File: src/rtl/web_pkg.sv
// Shared types and store limits for the web resource ledger.
package web_pkg;

    typedef enum logic [1:0] {
        ST_IDLE   = 2'd0,
        ST_CHECK  = 2'd1,
        ST_RESP   = 2'd2,
        ST_RELOAD = 2'd3
    } state_e;

    localparam logic [3:0] FLUID_FULL   = 4'd15;
    localparam logic [7:0] ENERGY_FULL  = 8'd255;
    localparam logic [5:0] TRACERS_FULL = 6'd63;

    // Clamp a 9-bit intermediate energy value back into the 8-bit store.
    function automatic logic [7:0] sat_energy(input logic [8:0] v);
        return v[8] ? ENERGY_FULL : v[7:0];
    endfunction

endpackage

File: src/rtl/web_recharge_timer.sv
// Free-running period counter; tick is high for one cycle every PERIOD cycles.
module web_recharge_timer #(
    parameter int PERIOD = 8
) (
    input  logic clk,
    input  logic reset_n,
    output logic tick
);

    logic [15:0] cnt_q, cnt_d;

    // Tick on the last count of each period.
    always_comb begin
        tick  = (cnt_q == 16'(PERIOD - 1));
        cnt_d = tick ? 16'd0 : cnt_q + 16'd1;
    end

    // Period counter register.
    always_ff @(posedge clk or negedge reset_n) begin
        if (!reset_n) cnt_q <= 16'd0;
        else          cnt_q <= cnt_d;
    end

endmodule

File: src/rtl/web_resource_ledger.sv
// Resource ledger: grants/denies fluid, energy and tracer demands against
// on-chip stores, with fluid cartridge reload.
// Optional feature: define WEB_RECHARGE_EN for periodic +1 energy recharge.
module web_resource_ledger
    import web_pkg::*;
#(
    parameter int RELOAD_CYCLES   = 4,
    parameter int RECHARGE_PERIOD = 8
) (
    input  logic       clk,
    input  logic       reset_n,
    input  logic       req_valid,
    output logic       req_ready,
    input  logic [3:0] web_needed,
    input  logic [7:0] energy_needed,
    input  logic [5:0] tracers_needed,
    input  logic       reload,
    output logic       resp_valid,
    output logic       resp_granted,
    output logic [3:0] fluid,
    output logic [7:0] energy,
    output logic [5:0] tracers,
    output logic       busy
);

    state_e     state_q, state_d;
    logic [3:0] fluid_q, fluid_d;
    logic [7:0] energy_q, energy_d;
    logic [5:0] tracers_q, tracers_d;
    logic [3:0] web_need_q, web_need_d;
    logic [7:0] energy_need_q, energy_need_d;
    logic [5:0] tracers_need_q, tracers_need_d;
    logic [7:0] reload_cnt_q, reload_cnt_d;
    logic       resp_valid_q, resp_valid_d;
    logic       resp_granted_q, resp_granted_d;
    logic       req_ready_q, req_ready_d;
    logic       busy_q, busy_d;
    logic       commit;
    logic       recharge_tick;
    logic [8:0] energy_next;

`ifdef WEB_RECHARGE_EN
    web_recharge_timer #(.PERIOD(RECHARGE_PERIOD)) u_recharge (
        .clk     (clk),
        .reset_n (reset_n),
        .tick    (recharge_tick)
    );
`else
    // Recharge compiled out: energy can only go down until reset.
    logic unused_recharge_period;
    assign recharge_tick          = 1'b0;
    assign unused_recharge_period = (RECHARGE_PERIOD > 0);
`endif

    // Next-state, demand capture, store update and registered output decode.
    always_comb begin
        state_d        = state_q;
        fluid_d        = fluid_q;
        tracers_d      = tracers_q;
        web_need_d     = web_need_q;
        energy_need_d  = energy_need_q;
        tracers_need_d = tracers_need_q;
        reload_cnt_d   = reload_cnt_q;
        resp_valid_d   = 1'b0;
        resp_granted_d = 1'b0;
        commit         = 1'b0;

        case (state_q)
            ST_IDLE: begin
                // Reload wins over a simultaneous request.
                if (reload) begin
                    state_d      = ST_RELOAD;
                    reload_cnt_d = 8'(RELOAD_CYCLES - 1);
                end else if (req_valid && req_ready_q) begin
                    state_d        = ST_CHECK;
                    web_need_d     = web_needed;
                    energy_need_d  = energy_needed;
                    tracers_need_d = tracers_needed;
                end
            end
            ST_CHECK: begin
                state_d        = ST_RESP;
                resp_valid_d   = 1'b1;
                resp_granted_d = (fluid_q   >= web_need_q)    &&
                                 (energy_q  >= energy_need_q) &&
                                 (tracers_q >= tracers_need_q);
            end
            ST_RESP: begin
                state_d = ST_IDLE;
                // Grant guarantees every store covers its demand: no underflow.
                if (resp_granted_q) begin
                    commit    = 1'b1;
                    fluid_d   = fluid_q - web_need_q;
                    tracers_d = tracers_q - tracers_need_q;
                end
            end
            ST_RELOAD: begin
                if (reload_cnt_q == 8'd0) begin
                    state_d = ST_IDLE;
                    fluid_d = FLUID_FULL;
                end else begin
                    reload_cnt_d = reload_cnt_q - 8'd1;
                end
            end
            default: state_d = ST_IDLE;
        endcase

        // Commit and recharge combine in 9 bits, then saturate at full.
        energy_next = {1'b0, energy_q}
                    - (commit ? {1'b0, energy_need_q} : 9'd0)
                    + {8'd0, recharge_tick};
        energy_d    = sat_energy(energy_next);

        req_ready_d = (state_d == ST_IDLE);
        busy_d      = (state_d != ST_IDLE);
    end

    // State and store registers; reset aborts any operation and refills stores.
    always_ff @(posedge clk or negedge reset_n) begin
        if (!reset_n) begin
            state_q        <= ST_IDLE;
            fluid_q        <= FLUID_FULL;
            energy_q       <= ENERGY_FULL;
            tracers_q      <= TRACERS_FULL;
            web_need_q     <= 4'd0;
            energy_need_q  <= 8'd0;
            tracers_need_q <= 6'd0;
            reload_cnt_q   <= 8'd0;
            resp_valid_q   <= 1'b0;
            resp_granted_q <= 1'b0;
            req_ready_q    <= 1'b0;
            busy_q         <= 1'b0;
        end else begin
            state_q        <= state_d;
            fluid_q        <= fluid_d;
            energy_q       <= energy_d;
            tracers_q      <= tracers_d;
            web_need_q     <= web_need_d;
            energy_need_q  <= energy_need_d;
            tracers_need_q <= tracers_need_d;
            reload_cnt_q   <= reload_cnt_d;
            resp_valid_q   <= resp_valid_d;
            resp_granted_q <= resp_granted_d;
            req_ready_q    <= req_ready_d;
            busy_q         <= busy_d;
        end
    end

    assign req_ready    = req_ready_q;
    assign resp_valid   = resp_valid_q;
    assign resp_granted = resp_granted_q;
    assign fluid        = fluid_q;
    assign energy       = energy_q;
    assign tracers      = tracers_q;
    assign busy         = busy_q;

endmodule

File: config.mk
export PLATFORM = sky130hd
export DESIGN_NAME = web_resource_ledger
export DESIGN_NICKNAME = d
export VERILOG_FILES = /design/src/rtl/web_pkg.sv /design/src/rtl/web_recharge_timer.sv /design/src/rtl/web_resource_ledger.sv
export SDC_FILE = /design/constraint.sdc
export NUM_CORES = 1
export LEC_CHECK = 0
export CAP_MARGIN = 20
export CELL_PAD_IN_SITES_DETAIL_PLACEMENT = 1
export CELL_PAD_IN_SITES_GLOBAL_PLACEMENT = 1
export CORE_ASPECT_RATIO = 1.4
export CORE_MARGIN = 1.5
export CORE_UTILIZATION = 42
export DETAILED_ROUTE_END_ITERATION = 12
export PLACE_DENSITY = 0.89
export SLEW_MARGIN = 10
export SYNTH_ARGS = -nofsm -noshare
export SYNTH_HDL_FRONTEND = slang
export SYNTH_SLANG_ARGS = --single-unit
export TNS_END_PERCENT = 20
File: constraint.sdc
create_clock -name clk -period 3.56 [get_ports clk]
set_clock_uncertainty 0.05 [all_clocks]
set_input_delay 0.712 -clock clk [delete_from_list [all_inputs] [get_ports clk]]
set_output_delay 0.712 -clock clk [all_outputs]
set_load 0.005 [all_outputs]
# Yosys cells after proc, flatten, opt, wreduce, memory -nomap -nowiden
# Index checks and enable logic that the tools add are counted.
word_totals:
  register_bits: 50
  in_bits: 22
  word_cells: 56
op_classes:
  n_addsub: 4
  magnitude_cmp: 3
  bitwise: 1
  n_reduce_logical: 13
  n_mux: 16
  eq_ne: 7
op_table:
  columns: ["operator", "count"]
  rows:
  - ["8-bit two-way mux", 4]
  - ["8-bit one-hot mux with 2 select lines", 1]
  - ["3-bit AND reduction", 3]
  - ["8-bit by 8-bit subtractor with 9-bit output", 1]
  - ["8-bit >= comparator", 1]
  - ["8-bit zero test", 1]
  - ["4-bit two-way mux", 2]
  - ["2-bit != test, second input constant", 4]
  - ["2-bit one-hot mux with 4 select lines", 1]
  - ["4-bit one-hot mux with 2 select lines", 1]
  - ["8-bit by 1-bit subtractor with 8-bit output, second input constant", 1]
  - ["6-bit >= comparator", 1]
  - ["2-bit two-way mux", 3]
  - ["2-bit nonzero test", 3]
  - ["6-bit subtractor", 1]
  - ["2-bit == test, second input constant", 2]
  - ["4-bit >= comparator", 1]
  - ["2-bit zero test", 2]
  - ["1-bit two-way mux", 4]
  - ["4-bit subtractor", 1]
  - ["1-bit logical AND", 3]
  - ["2-bit by 1-bit == test with 1-bit output, second input constant", 1]
  - ["2-bit AND reduction", 1]
  - ["1-bit NOT", 1]

# Longest topological paths before layout
logic_depth:
  depth_word: 5
  mapped_depth: 11

# Worst setup path before layout
# No wires, ideal clock.
synth_timing:
  path_kind: "register to register"
  startpoint: "reg state_q[0]"
  endpoint: "reg energy_q[6] (netlist: energy[6])"
  path_stages_with_launch: 12
  period_less_slack_ps: 2510
  required_ps: 3419
  path_slack_ps: 1050
  path_buffers: 2
  arrival_time_ps: 2369
  path_cell_list: "dfrtp_1 clkbuf_8 inv_1 and3_1 clkbuf_1 nand2_1 ha_1 and4b_1 a211oi_1 nor2_1 nor4_1 o22ai_1"
synth_between:
  elab_chain_len: 5
synth_lines:
  columns: ["item", "line", "source"]
  rows:
  - ["from (decl)", "web_resource_ledger.sv:26", "state_e state_q, state_d;"]
  - ["from (signal assigned)", "web_resource_ledger.sv:134", "state_q <= state_d;"]
  - ["2-bit == test", "web_resource_ledger.sv:68", "case (state_q)"]
  - ["1-bit two-way mux", "web_resource_ledger.sv:68", null]
  - ["8-bit two-way mux", "web_resource_ledger.sv:110", "- (commit ? {1'b0, energy_need_q} : 9'd0)"]
  - ["8-bit by 8-bit subtractor with 9-bit output", "web_resource_ledger.sv:110", null]
  - ["8-bit two-way mux", "web_pkg.sv:17", "return v[8] ? ENERGY_FULL : v[7:0];"]
  - ["via energy_d[6]", "web_resource_ledger.sv:28", "logic [7:0] energy_q, energy_d;"]
  - ["to (signal assigned)", "web_resource_ledger.sv:136", "energy_q <= energy_d;"]
  - ["to (decl)", "web_resource_ledger.sv:28", null]
# The timed path passes the listed nets, and every way through them passes these cells.
# A chain may end at the register's enable or synchronous reset.

# Worst setup path after layout
layout_timing:
  startpoint: "reg state_q[0]"
  endpoint: "reg energy_q[3] (netlist: energy[3])"
# The elaborated chain is that of the path after synthesis.

==> results.yml <==
synth:
  yosys.area.top_type_share: 0.279
  synth_flop_cell: "dfrtp_1"
  synth_area_per_cell_sq_um: 9.65
  synth_nets: 350
  synth.area.top_cells: "dfrtp_1 28%, dfstp_2 16%, ha_1 12%, nand2_1 6.0%, o21ai_0 4.5%"
  async_flop_share: 1.00
  synthCells: 297
  yosys_register_bits: 50
  yosys_warnings: 0
  synth_edf_count: 0
  yosysSeqAreaShare: 0.444
  netlist_area_sq_um: 2870
  synth_top_area_cell: "dfrtp_1"
  yosys.cell_types.count: 48
cts:
  cts_root_buffer: "clkbuf_8"
  cts_tree: "yes"
  post_cts_resized: 0
  clockBufferDepth: 2
  hold_buffers: 0
  cts_buffers: 5
  clk_pin_slew_ns: 0.10
  cts_setup_buffers: 0
  clock_latency_ns: 0.31
  htree_num_levels: 2
  clkSinkCount: 50
setup_path:
  r2r_start: "state_q[0]"
  cp_top_family: "simple AND/OR/NAND/NOR gates"
  startpoint_type: "flop"
  startpoint: "state_q[0]"
  critical_path_depth: 9
  r2r-end: "energy[3]"
  reg2reg_depth: 9
  arrival_ns: 3.17
  end_kind: "flop"
  worstPathCellList: "inv_1, and3_1, and2_1, ha_1, fa_1, and4b_1, a211oi_1, o21ai_0, nand2_1"
  cp.required_ns: 3.72
  ff2ff_setup_slack_ns: 0.55
  cp-endpoint: "energy[3]"
  crit_path_top_delay_cell: "dfrtp_1"
  cpPeakStageDelay_ns: 0.59
  critPathKind: "reg2reg"
  path_max_fanout: 9
  crit_buf_inv: 1
floorplan:
  die_h_um: 101
  std_cell_rows: 35
  die_area_sq_um: 7340
  die-width_um: 72.8
  initial_utilization: 0.433
  io_pins: 44
  core-area_sq_um: 6610
layout:
  seq_area_sq_um: 1270
  num_antenna_cells: 0
  finalInstanceArea_sq_um: 3490
  final_cell_mix: "46 x nand2_1, 42 x clkdlybuf4s50_1, 32 x dfrtp_1"
  drive_above_1_share: 0.110
  multi_input_area_sq_um: 1450
  nets: 397
  fin_util: 0.528
  mostFrequentLayoutCell: "nand2_1"
  area_growth_pct: 21.8
  fillers: 757
  stdcell_count: 437
grt:
  grt_overflow: 0
  grt.total_usage: 0.215
  antenna_found_initial: 0
  grt_pass1_wl_um: 12100
  grt_max_degree: 46
  grt_pass1_vias: 2537
sta:
  hold_violations: 0
  tns_ns: 0
  max_slew_margin: 0.324
  finalSetupViolCount: 0
  period_share: 0.845
  min_period_ns: 3.01
  max_freq_mhz: 333
  rsz0062_at_grt: "false"
  report.final.slew_viol_count: 0
  tightest_slew_ns: 1.01
flow_run:
  cap_violations: 0
pwr:
  power.density_nw_per_um2: 722
  ir_drop_v: 0.000301
  leakage_nw: 1.54
  power_mw: 2.52
worst_hold_path:
  hold_depth: 2
  hold_class: "reg2reg"
placed_design:
  gp_congestion: 0.837
  io_buffers: 43
  dp_hpwl_um: 5490
  dp_cells: 429
  placed_cell_area_sq_um: 3400
status:
  status: "completed"
drt:
  drc_errors: 0
  avgViaCountPerCell: 5.29
  drt_iter0_drc: 88
  num_vias: 2312
  wl_per_cell_um: 16.2
  drt_pass1_iterations: 4
  routed_wl_um: 7070
  ant_nets: 0
-- state kept, by name, indices dropped and copies added, names as in the netlist --
signal / cells
state_q: 2
resp_granted: 1
tracers_need_q: 6
busy: 1
reload_cnt_q: 8
energy: 8
web_need_q: 4
energy_need_q: 8
req_ready: 1
tracers: 6
fluid: 4
resp_valid: 1
-- synthesized netlist by cell type (all sizes together) (2+ instances only) --
cell / number
ha: 28
a21o: 8
dfstp: 18
nand2b: 3
nor3: 4
buf: 2
mux2: 3
o211ai: 2
nor4: 4
fa: 3
inv: 29
nor2: 17
nand2: 47
or4: 2
a211oi: 4
dfrtp: 32
nand4: 2
xnor2: 7
or3: 4
and3: 2
a31oi: 3
o21ai: 26
xor2: 7
a21oi: 16
nor3b: 3
nand3: 2
clkbuf: 5
-- worst min-delay path, delay by kind of cell, from the launching register on --
kind | cells | cell delay, ns
AO/OA/AOI/OAI | 1 | 0.07
AND/OR/NAND/NOR | 1 | 0.04
flip-flops | 1 | 0.38
-- stage by stage --
step / setup WS, ns / hold slack, ns
2_1_floorplan: 1.05 / 0.366
3_3_place_gp: 0.768 / 0.426
3_5_place_dp: 0.584 / 0.442
4_1_cts: 0.551 / 0.456
5_1_grt: 0.298 / 0.475
6_report: 0.553 / 0.449
-- how the worst min path moves through the flow --
stage	start	slack, ns	end
global route	tracers[2]	0.47	tracers[2]
finish	tracers[2]	0.45	tracers[2]
detailed placement	tracers[1]	0.44	tracers[1]
global placement	tracers[2]	0.43	tracers[2]
floorplan	reset_n	0.37	busy
CTS	tracers[2]	0.46	tracers[2]
-- final cells by class --
cell class | instances | area share
multi-input cells | 211 | 0.415
flip-flops and latches | 50 | 0.365
repair buffers | 47 | 0.130
well taps | 92 | 0.0330
inverters | 29 | 0.0312
clock buffers | 7 | 0.0247
clock inverters | 1 | 0.00143
-- report_power, final --
part | internal (mW) | switching, mW
Combinational | 0.567 | 0.627
Sequential | 0.805 | 0.177
Clock | 0.157 | 0.188
-- cells by family after synthesis --
logic type,after synthesis,synth area share
DFF,50,0.444
AOI/OAI and AO/OA,68,0.142
muxes,4,0.0153
and+or+nand+nor,94,0.158
xor gates and xnor gates,14,0.0428
buffers and inverters,36,0.0537
adders and majority gates,31,0.143
-- metal layers --
layer	global-route usage	up-vias	part of all wire
li1	-	1117	-
met1	0.251	1150	0.42
met2	0.401	37	0.55
met3	0.0330	8	0.022
met4	0.0595	0	0.013
met5	0	-	0
Note: power is estimated with default switching activity, not from simulation.
